===== config.mk =====
export PLATFORM = sky130hd
export DESIGN_NAME = lcd_ctrl
export DESIGN_NICKNAME = d
export VERILOG_FILES = /design/src/rtl/lcd_pkg.sv /design/src/rtl/lcd_ctrl_if.sv /design/src/rtl/lcd_fifo.sv /design/src/rtl/lcd_ctrl.sv
export SDC_FILE = /design/constraint.sdc
export NUM_CORES = 1
export LEC_CHECK = 0
export BUFFER_PORTS_ARGS = -buffer_cell sky130_fd_sc_hd__buf_4
export CAP_MARGIN = 25
export CORE_ASPECT_RATIO = 0.75
export CORE_MARGIN = 10
export CORE_UTILIZATION = 53
export CTS_CLUSTER_SIZE = 24
export DETAILED_ROUTE_END_ITERATION = 12
export PLACE_DENSITY = 0.75
export SLEW_MARGIN = 10
export SYNTH_ARGS = -nofsm -noshare
export SYNTH_HDL_FRONTEND = slang
export SYNTH_SLANG_ARGS = --single-unit

===== constraint.sdc =====
create_clock -name clk_i -period 2.2 [get_ports clk_i]
set_clock_uncertainty 0.15 [all_clocks]
set_input_delay 0.11 -clock clk_i [delete_from_list [all_inputs] [get_ports clk_i]]
set_output_delay 0.11 -clock clk_i [all_outputs]
set_load 0.05 [all_outputs]

===== src/rtl/lcd_pkg.sv =====
// Shared types and constants for the HD44780 write controller: FSM states,
// power-up command list, slow-opcode detection and timing defaults.
package lcd_pkg;

   typedef enum logic [2:0] {
      PWRUP     = 3'd0,
      INIT_LOAD = 3'd1,
      IDLE      = 3'd2,
      SETUP     = 3'd3,
      EN_HI     = 3'd4,
      HOLD      = 3'd5,
      WAIT      = 3'd6
   } lcd_state_e;

   localparam int unsigned N_INIT = 4;
   localparam logic [7:0] INIT_CMDS [N_INIT] = '{8'h38, 8'h0C, 8'h01, 8'h06};

   localparam logic [7:0] CMD_CLEAR = 8'h01;
   localparam logic [7:0] CMD_HOME  = 8'h02;

   localparam int unsigned T_SU_DEF   = 2;
   localparam int unsigned T_EN_DEF   = 12;
   localparam int unsigned T_HOLD_DEF = 2;
   localparam int unsigned T_CMD_DEF  = 2000;
   localparam int unsigned T_CLR_DEF  = 82000;
   localparam int unsigned T_PWR_DEF  = 750000;

   localparam int unsigned FIFO_DEPTH = 4;

   // A zero-length phase would never let the counter reach its exit value.
   function automatic int unsigned tcyc(input int unsigned n);
      return (n == 0) ? 1 : n;
   endfunction

   function automatic int unsigned tmax(input int unsigned a, input int unsigned b);
      return (a > b) ? a : b;
   endfunction

   function automatic logic is_slow(input logic rs, input logic [7:0] d);
      return !rs && ((d == CMD_CLEAR) || (d == CMD_HOME));
   endfunction

endpackage


===== src/rtl/lcd_ctrl_if.sv =====
// Write-request handshake between a byte producer and the LCD controller.
interface lcd_ctrl_if;
   logic       valid;
   logic       ready;
   logic       rs;
   logic [7:0] data;

   modport master (output valid, output rs, output data, input ready);
   modport slave  (input valid, input rs, input data, output ready);
endinterface


===== src/rtl/lcd_fifo.sv =====
// Request buffer of {rs, data} used when LCD_CTRL_FIFO_EN is defined;
// ready is registered and reflects "not full" for the following cycle.
module lcd_fifo #(
   parameter int unsigned DEPTH = 4
) (
   input  logic             clk_i,
   input  logic             rst_ni,
   lcd_ctrl_if.slave        wr,
   input  logic             pop_i,
   output logic             empty_o,
   output logic             empty_nxt_o,
   output logic             rd_rs_o,
   output logic [7:0]       rd_data_o
);
   localparam int unsigned PW = (DEPTH > 1) ? $clog2(DEPTH) : 1;
   localparam int unsigned LW = $clog2(DEPTH + 1);

   logic [8:0]    mem [DEPTH];
   logic [PW-1:0] wr_ptr, rd_ptr;
   logic [LW-1:0] level_q, level_d;
   logic          full, push, pop, ready_q;

   function automatic logic [PW-1:0] inc(input logic [PW-1:0] p);
      return (p == PW'(DEPTH - 1)) ? '0 : p + 1'b1;
   endfunction

   assign full        = (level_q == LW'(DEPTH));
   assign empty_o     = (level_q == '0);
   assign pop         = pop_i & ~empty_o;
   assign push        = wr.valid & ready_q & (~full | pop);
   assign empty_nxt_o = (level_d == '0);
   assign wr.ready    = ready_q;
   assign {rd_rs_o, rd_data_o} = mem[rd_ptr];

   always_comb begin
      level_d = level_q;
      if (push && !pop)
         level_d = level_q + 1'b1;
      else if (pop && !push)
         level_d = level_q - 1'b1;
   end

   always_ff @(posedge clk_i) begin
      if (push)
         mem[wr_ptr] <= {wr.rs, wr.data};
   end

   always_ff @(posedge clk_i or negedge rst_ni) begin
      if (!rst_ni) begin
         wr_ptr  <= '0;
         rd_ptr  <= '0;
         level_q <= '0;
         ready_q <= 1'b0;
      end else begin
         if (push)
            wr_ptr <= inc(wr_ptr);
         if (pop)
            rd_ptr <= inc(rd_ptr);
         level_q <= level_d;
         ready_q <= (level_d != LW'(DEPTH));
      end
   end

endmodule


===== src/rtl/lcd_ctrl.sv =====
// HD44780 8-bit write-only controller with power-up init sequence.
// Optional request FIFO enabled by defining LCD_CTRL_FIFO_EN.
module lcd_ctrl
   import lcd_pkg::*;
#(
   parameter int unsigned T_SU   = T_SU_DEF,
   parameter int unsigned T_EN   = T_EN_DEF,
   parameter int unsigned T_HOLD = T_HOLD_DEF,
   parameter int unsigned T_CMD  = T_CMD_DEF,
   parameter int unsigned T_CLR  = T_CLR_DEF,
   parameter int unsigned T_PWR  = T_PWR_DEF
) (
   input  logic       clk_i,
   input  logic       rst_ni,
   input  logic       wr_valid_i,
   output logic       wr_ready_o,
   input  logic       wr_rs_i,
   input  logic [7:0] wr_data_i,
   output logic [7:0] lcd_data_o,
   output logic       lcd_rs_o,
   output logic       lcd_rw_o,
   output logic       lcd_en_o,
   output logic       lcd_on_o,
   output logic       busy_o,
   output logic       init_done_o
);
   localparam int unsigned T_MAX = tmax(tmax(tmax(tcyc(T_SU), tcyc(T_EN)),
                                             tmax(tcyc(T_HOLD), tcyc(T_CMD))),
                                        tmax(tcyc(T_CLR), tcyc(T_PWR)));
   localparam int unsigned CW = $clog2(T_MAX + 1);
   typedef logic [CW-1:0] cnt_t;

   localparam cnt_t LD_SU   = cnt_t'(tcyc(T_SU) - 1);
   localparam cnt_t LD_EN   = cnt_t'(tcyc(T_EN) - 1);
   localparam cnt_t LD_HOLD = cnt_t'(tcyc(T_HOLD) - 1);
   localparam cnt_t LD_CMD  = cnt_t'(tcyc(T_CMD) - 1);
   localparam cnt_t LD_CLR  = cnt_t'(tcyc(T_CLR) - 1);
   localparam cnt_t LD_PWR  = cnt_t'(tcyc(T_PWR) - 1);

   lcd_state_e state_q, state_d;
   cnt_t       cnt_q, cnt_d;
   logic [1:0] idx_q, idx_d;
   logic       done_q, done_d;
   logic [7:0] data_q, data_d;
   logic       rs_q, rs_d;
   logic       en_q, busy_q, on_q;
   logic       take;
   logic       pend, pend_rs, pend_d;
   logic [7:0] pend_data;

   lcd_ctrl_if wr_if ();

   assign wr_if.valid = wr_valid_i;
   assign wr_if.rs    = wr_rs_i;
   assign wr_if.data  = wr_data_i;
   assign wr_ready_o  = wr_if.ready;

`ifdef LCD_CTRL_FIFO_EN
   logic fifo_empty, fifo_empty_nxt;

   lcd_fifo #(.DEPTH(FIFO_DEPTH)) u_fifo (
      .clk_i       (clk_i),
      .rst_ni      (rst_ni),
      .wr          (wr_if),
      .pop_i       (take),
      .empty_o     (fifo_empty),
      .empty_nxt_o (fifo_empty_nxt),
      .rd_rs_o     (pend_rs),
      .rd_data_o   (pend_data)
   );

   assign pend   = ~fifo_empty;
   assign pend_d = ~fifo_empty_nxt;
`else
   logic       hold_q, hold_rs_q, ready_q, accept;
   logic [7:0] hold_data_q;

   assign accept      = wr_if.valid & ready_q;
   assign wr_if.ready = ready_q;
   assign pend        = hold_q;
   assign pend_rs     = hold_rs_q;
   assign pend_data   = hold_data_q;
   assign pend_d      = accept | (hold_q & ~take);

   // Ready is precomputed from next-state so the handshake pin stays registered.
   always_ff @(posedge clk_i or negedge rst_ni) begin
      if (!rst_ni) begin
         hold_q      <= 1'b0;
         hold_rs_q   <= 1'b0;
         hold_data_q <= '0;
         ready_q     <= 1'b0;
      end else begin
         if (accept) begin
            hold_q      <= 1'b1;
            hold_rs_q   <= wr_if.rs;
            hold_data_q <= wr_if.data;
         end else if (take) begin
            hold_q <= 1'b0;
         end
         ready_q <= (state_d == IDLE) & done_d & ~pend_d;
      end
   end
`endif

   always_comb begin
      state_d = state_q;
      cnt_d   = (cnt_q != '0) ? cnt_q - 1'b1 : cnt_q;
      idx_d   = idx_q;
      done_d  = done_q;
      data_d  = data_q;
      rs_d    = rs_q;
      take    = 1'b0;
      unique case (state_q)
         PWRUP:
            if (cnt_q == '0) state_d = INIT_LOAD;
         INIT_LOAD: begin
            state_d = SETUP;
            cnt_d   = LD_SU;
            rs_d    = 1'b0;
            data_d  = INIT_CMDS[idx_q];
         end
         IDLE:
            if (pend) begin
               state_d = SETUP;
               cnt_d   = LD_SU;
               rs_d    = pend_rs;
               data_d  = pend_data;
               take    = 1'b1;
            end
         SETUP:
            if (cnt_q == '0) begin
               state_d = EN_HI;
               cnt_d   = LD_EN;
            end
         EN_HI:
            if (cnt_q == '0) begin
               state_d = HOLD;
               cnt_d   = LD_HOLD;
            end
         HOLD:
            if (cnt_q == '0) begin
               state_d = WAIT;
               cnt_d   = is_slow(rs_q, data_q) ? LD_CLR : LD_CMD;
            end
         WAIT:
            if (cnt_q == '0) begin
               if (done_q) begin
                  state_d = IDLE;
               end else if (idx_q == 2'(N_INIT - 1)) begin
                  done_d  = 1'b1;
                  state_d = IDLE;
               end else begin
                  idx_d   = idx_q + 1'b1;
                  state_d = INIT_LOAD;
               end
            end
         default: state_d = PWRUP;
      endcase
   end

   always_ff @(posedge clk_i or negedge rst_ni) begin
      if (!rst_ni) begin
         state_q <= PWRUP;
         cnt_q   <= LD_PWR;
         idx_q   <= '0;
         done_q  <= 1'b0;
         data_q  <= '0;
         rs_q    <= 1'b0;
         en_q    <= 1'b0;
         busy_q  <= 1'b0;
         on_q    <= 1'b0;
      end else begin
         state_q <= state_d;
         cnt_q   <= cnt_d;
         idx_q   <= idx_d;
         done_q  <= done_d;
         data_q  <= data_d;
         rs_q    <= rs_d;
         en_q    <= (state_d == EN_HI);
         busy_q  <= ~((state_d == IDLE) & ~pend_d);
         on_q    <= 1'b1;
      end
   end

   assign lcd_data_o  = data_q;
   assign lcd_rs_o    = rs_q;
   assign lcd_rw_o    = 1'b0;
   assign lcd_en_o    = en_q;
   assign lcd_on_o    = on_q;
   assign busy_o      = busy_q;
   assign init_done_o = done_q;

endmodule

# == Word level (Yosys, flattened, before mapping) ==
# Cells that the tools add are included.
# Widths: inputs -> output; s select.
# op_classes
n_reduce_logical,10
n_lt_le_gt_ge,1
n_eq_ne,12
bitwise_logic,12
n_addsub,2
muxes,31
# op_table
op,n
$mux 20,5
$pmux 20 s5,1
$mux 8,3
$pmux 3 s7,1
$logic_not 20->1,1
$reduce_bool 20->1,1
$sub 20x1->20 const B,1
$mux 3,6
$mux 17,1
$bmux 8 s2,1
$pmux 8 s2,1
$eq 3x3->1 const B,4
$eq 3x2->1 const B,3
$mux 1,9
$eq 8x1->1 const B,1
$eq 8x2->1 const B,1
$and 1x1->1,5
$not 1->1,5
$mux 2,2
$reduce_and 4->1,1
$reduce_bool 2->1,2
$eq 3x1->1 const B,1
$ge 3x3->1 const B,1
$logic_not 3->1,1
other kinds (10),10
# totals
regBits,49
output_inout_bits,15
inputBits,12
wordCells,81

# == Logic depth before layout (Yosys ltp) ==
# logic_depth
word_depth,8
ltp_mapped,9
mapped_depth_nobuf,9

# == Worst setup path before layout ==
# OpenSTA, ideal clock, no wires.
# synth_timing
path_type,reg-to-reg
from,register cnt_q[6]
to,register cnt_q[0]
arrival_ns,1.879
required_time_ns,1.971
setup_time_ns,0.079
setup_slack_ns,0.092
n_path_buf,0
synth_period_minus_slack_ns,2.108
path_stages_with_launch,9
cell_sequence,dfrtp_1 > nor4_4 > nand4_1 > nor2_1 > inv_1 > ha_1 > a211oi_1 > a311o_1 > o21ai_0
# synth_via
elab_chain_cells,4
word_cells_on_any_way,8
classes_between,mux: 6; reduce/logical: 2
# synth_lines
element,line,source
"start, declared",lcd_ctrl.sv:41,"cnt_t cnt_q, cnt_d;"
"start signal, assigned",lcd_ctrl.sv:174,cnt_q <= cnt_d;
$reduce_bool 20->1,lcd_ctrl.sv:107,cnt_d = (cnt_q != '0) ? cnt_q - 1'b1 : cnt_q;
$mux 20,lcd_ctrl.sv:107,
"$mux 20, on equally long branches",-,
$pmux 20 s5 (*),lcd_ctrl.sv:113,unique case (state_q)
net cnt_d[0],lcd_ctrl.sv:41,
# The timed path passes the listed nets; every way through them passes the cells marked *.
# A chain may end at the register's enable or synchronous reset.

# == Final worst setup path ==
# layout_timing
from,register cnt_q[16]
to,register cnt_q[0]
# The elaborated chain is that of the path after synthesis.

==> impl_metrics.env <==
export IMPL_synth_cell_types=52
export IMPL_drc=0
export IMPL_ant_nets=0
export IMPL_slowest_stage="nor4_2"
export IMPL_slew_headroom=0.5917
export IMPL_dr_wl_met3_um=230
export IMPL_worst_slew_pin_slew_ns=0.6125
export IMPL_cts_tree="built"
export IMPL_grt_pass1_wl_um=10090
export IMPL_design_area_mm2=0.003259
export IMPL_routedWlPerCell_um=16.44
export IMPL_die_w_um=100.8
export IMPL_syn_nets=273
export IMPL_cts_path_max_buffers=2
export IMPL_ys_seq_elements=49
export IMPL_start_kind="register"
export IMPL_routed_via_density=5.632
export IMPL_syn_to_final_growth_pct=25.72
export IMPL_diodes=0
export IMPL_worst_ep_arrival_time_ns=2.24
export IMPL_end_kind="register"
export IMPL_dpl_cell_area_mm2=0.002965
export IMPL_tns_ns=0
export IMPL_final_core_util=0.7088
export IMPL_ys_flop_type="dfrtp_1"
export IMPL_r2r_slack_ns=0.04
export IMPL_synth_warnings=0
export IMPL_numCtsBuffers=5
export IMPL_cp_startpoint="cnt_q[16]$_DFF_PN1_"
export IMPL_ys_seq_area_frac=0.4792
export IMPL_synth_edf_count=0
export IMPL_clkLatencyLatePin_ns=0.31
export IMPL_path_cells="nor4_2, nand2_4, nor2_2, inv_1, ha_4, a211oi_2, a311o_1, o21ai_0"
export IMPL_timing_final_crit_period_ns=2.158
export IMPL_p_leak_nw=1.427
export IMPL_path_class="reg -> reg"
export IMPL_antenna_found_initial=0
export IMPL_netlist_area_mm2=0.002592
export IMPL_coreArea_mm2=0.004598
export IMPL_die_y_um=80.57
export IMPL_ir_drop_mv=0.3319
export IMPL_grt_max_degree=50
export IMPL_min_path_type="in -> async"
export IMPL_root_buffer="clkbuf_8"
export IMPL_top_layer="met4"
export IMPL_rows=21
export IMPL_reg2regPathDepth=8
export IMPL_placedCellCount=347
export IMPL_gp_congestion=0.8769
export IMPL_crit_buf_inv=1
export IMPL_avgSynthCellArea_um2=10.17
export IMPL_cap_violations=0
export IMPL_drt_pass1_iterations=4
export IMPL_drt_iter0_drc=150
export IMPL_clock_sinks=49
export IMPL_multi_input_area_mm2=0.001325
export IMPL_fillers=337
export IMPL_start_util=0.5638
export IMPL_hpwlAfterDp_um=4249
export IMPL_cp_max_fo=5
export IMPL_port_buffers=25
export IMPL_synthCells=255
export IMPL_ios=27
export IMPL_critPathTopFamily="simple AND/OR/NAND/NOR gates"
export IMPL_drv_slew=0
export IMPL_wl_um=6082
export IMPL_cp_num_cells=8
export IMPL_endpoint="cnt_q[0]$_DFF_PN1_"
export IMPL_r2r_end="cnt_q[0]$_DFF_PN1_"
export IMPL_drive_above_1_share=0.3291
export IMPL_fmax_mhz=463.4
export IMPL_fin_cells=370
export IMPL_rsz0062_at_grt="yes"
export IMPL_grt_pass1_vias=2055
export IMPL_grt_overflow=0
export IMPL_wl_met1_um=3071
export IMPL_setup_violations=0
export IMPL_vias=2084
export IMPL_r2r_start="cnt_q[16]$_DFF_PN1_"
export IMPL_nNetsFinal=330
export IMPL_final_seq_area_mm2=0.001244
export IMPL_met2_length_um=2727
export IMPL_period_share=0.9809
export IMPL_die_area_mm2=0.008118
export IMPL_slowest_delay_ns=0.46
export IMPL_grtUsageTotal=0.1516
export IMPL_power_density_mw_per_mm2=465.7
export IMPL_required_ns=2.28
export IMPL_clkSlewWorstSetupHoldPaths_ns=0.10
export IMPL_hold_viol_final=0
export IMPL_holdWs_ns=0.2243
export IMPL_async_reset_ff_frac=1.000
export IMPL_status="finished clean"
export IMPL_htreeDepth=2
-- power breakdown --
group / switching (mW) / leakage, nW / total, mW / internal [mW]
Clock: 0.304 / 0.0445 / 0.560 / 0.256
Sequential: 0.000252 / 0.587 / 0.902 / 0.902
Combinational: 0.0305 / 0.795 / 0.0555 / 0.0251
-- metrics by stage --
stage / setup WS (ns) / power, mW
after global placement: 0.01727 / 0.9597
after detailed placement: -0.008418 / 0.9605
final: 0.04208 / 1.518
after CTS: 0.003251 / 1.522
after global routing: -0.06393 / 1.560
after floorplan: 0.09199 / 0.9282
-- cell usage after synthesis (all sizes together), types with 2 or more instances --
| library cell | n | area share |
|---|---|---|
| o21ai | 21 | 0.041 |
| nor3 | 8 | 0.021 |
| mux2 | 10 | 0.043 |
| nand3 | 6 | 0.012 |
| conb | 2 | 0.0029 |
| nor2 | 27 | 0.039 |
| buf | 4 | 0.012 |
| a21oi | 9 | 0.017 |
| ha | 6 | 0.029 |
| nand4 | 2 | 0.0048 |
| nand2 | 23 | 0.034 |
| xor2 | 4 | 0.014 |
| and4 | 2 | 0.0068 |
| clkbuf | 7 | 0.010 |
| nor2b | 3 | 0.0072 |
| dfrtp | 36 | 0.35 |
| xnor2 | 13 | 0.044 |
| inv | 8 | 0.012 |
| a211oi | 2 | 0.0058 |
| or4 | 3 | 0.012 |
| a32oi | 4 | 0.014 |
| and3 | 3 | 0.0072 |
| mux2i | 3 | 0.012 |
| dfstp | 13 | 0.13 |
| a21o | 2 | 0.0058 |
| o21bai | 4 | 0.013 |
| or3 | 4 | 0.0097 |
| nor4 | 11 | 0.043 |
-- worst register-to-register path: stages, from the launching register on --
cell	delay, ns
dfstp_2	0.40
nor4_2	0.46
nand2_4	0.12
nor2_2	0.14
inv_1	0.10
ha_4	0.28
a211oi_2	0.04
a311o_1	0.31
o21ai_0	0.07
-- cells by family (layout without fill, tap and decap cells) --
family,Yosys count,after routing,synth area share
compound gates,51,51,0.1284
simple gates,98,98,0.2148
buf+inv,19,77,0.03330
xor+xnor,17,17,0.05743
fa+ha+maj,6,6,0.02896
flops,49,49,0.4792
mux,13,13,0.05502
other cells,2,2,0.002897
-- repair_timing --
item / 4_1_cts / 5_1_grt
hold endpoints to repair: 45 / 0
hold buffers: 10 / 0
setup endpoints to repair: 3 / 19
gates resized for setup: 3 / 9
setup buffers: 0 / 5
pin swaps: 1 / 6
-- metal layers --
| metal | track usage | up-vias |
|---|---|---|
| li1 | - | 1021 |
| met1 | 0.2225 | 1022 |
| met2 | 0.2140 | 34 |
| met3 | 0.03764 | 7 |
| met4 | 0.03944 | 0 |
| met5 | 0 | - |
-- layout make-up --
type | instances | area share
clock inverter | 1 | 0.002303
tap | 57 | 0.02188
inverter | 8 | 0.009213
timing repair buffer | 61 | 0.1520
sequential | 49 | 0.3816
clock buffer | 7 | 0.02649
multi-input combinational | 187 | 0.4065
-- registers in the layout (all words and copies together) (netlist names) --
| register | cells |
|---|---|
| busy_o | 1 |
| cnt_q | 20 |
| hold_data_q | 8 |
| hold_q | 1 |
| hold_rs_q | 1 |
| idx_q | 2 |
| init_done_o | 1 |
| lcd_data_o | 8 |
| lcd_en_o | 1 |
| lcd_on_o | 1 |
| lcd_rs_o | 1 |
| state_q | 3 |
| wr_ready_o | 1 |
-- cells in the final DEF, fill, tap and decap left out, types with 6 or more instances in the layout --
cell           instances
o21ai_0               17
buf_4                 50
dfrtp_1               35
nand2_1               21
inv_1                  8
nand3_1                6
nor4_1                 6
dfstp_2               13
nor2_1                26
xnor2_1               13
dlygate4sd3_1         10
clkbuf_8               6
a21oi_1                9
mux2_2                10
-- worst min path at each step --
| stage | cells past startpoint | startpoint | endpoint | slack (ns) |
|---|---|---|---|---|
| floorplan | 0 | rst_ni | busy_o$_DFF_PN0_ | -0.34 |
| global placement | 1 | rst_ni | hold_rs_q$_DFFE_PN0P_ | 0.007 |
| detailed placement | 1 | rst_ni | hold_rs_q$_DFFE_PN0P_ | 0.01 |
| CTS | 2 | rst_ni | hold_q$_DFFE_PN0P_ | 0.23 |
| global route | 2 | rst_ni | lcd_data_o[3]$_DFFE_PN0P_ | 0.27 |
| finish | 2 | rst_ni | hold_data_q[2]$_DFFE_PN0P_ | 0.22 |
No activity file was read; power rests on OpenSTA's default activity.
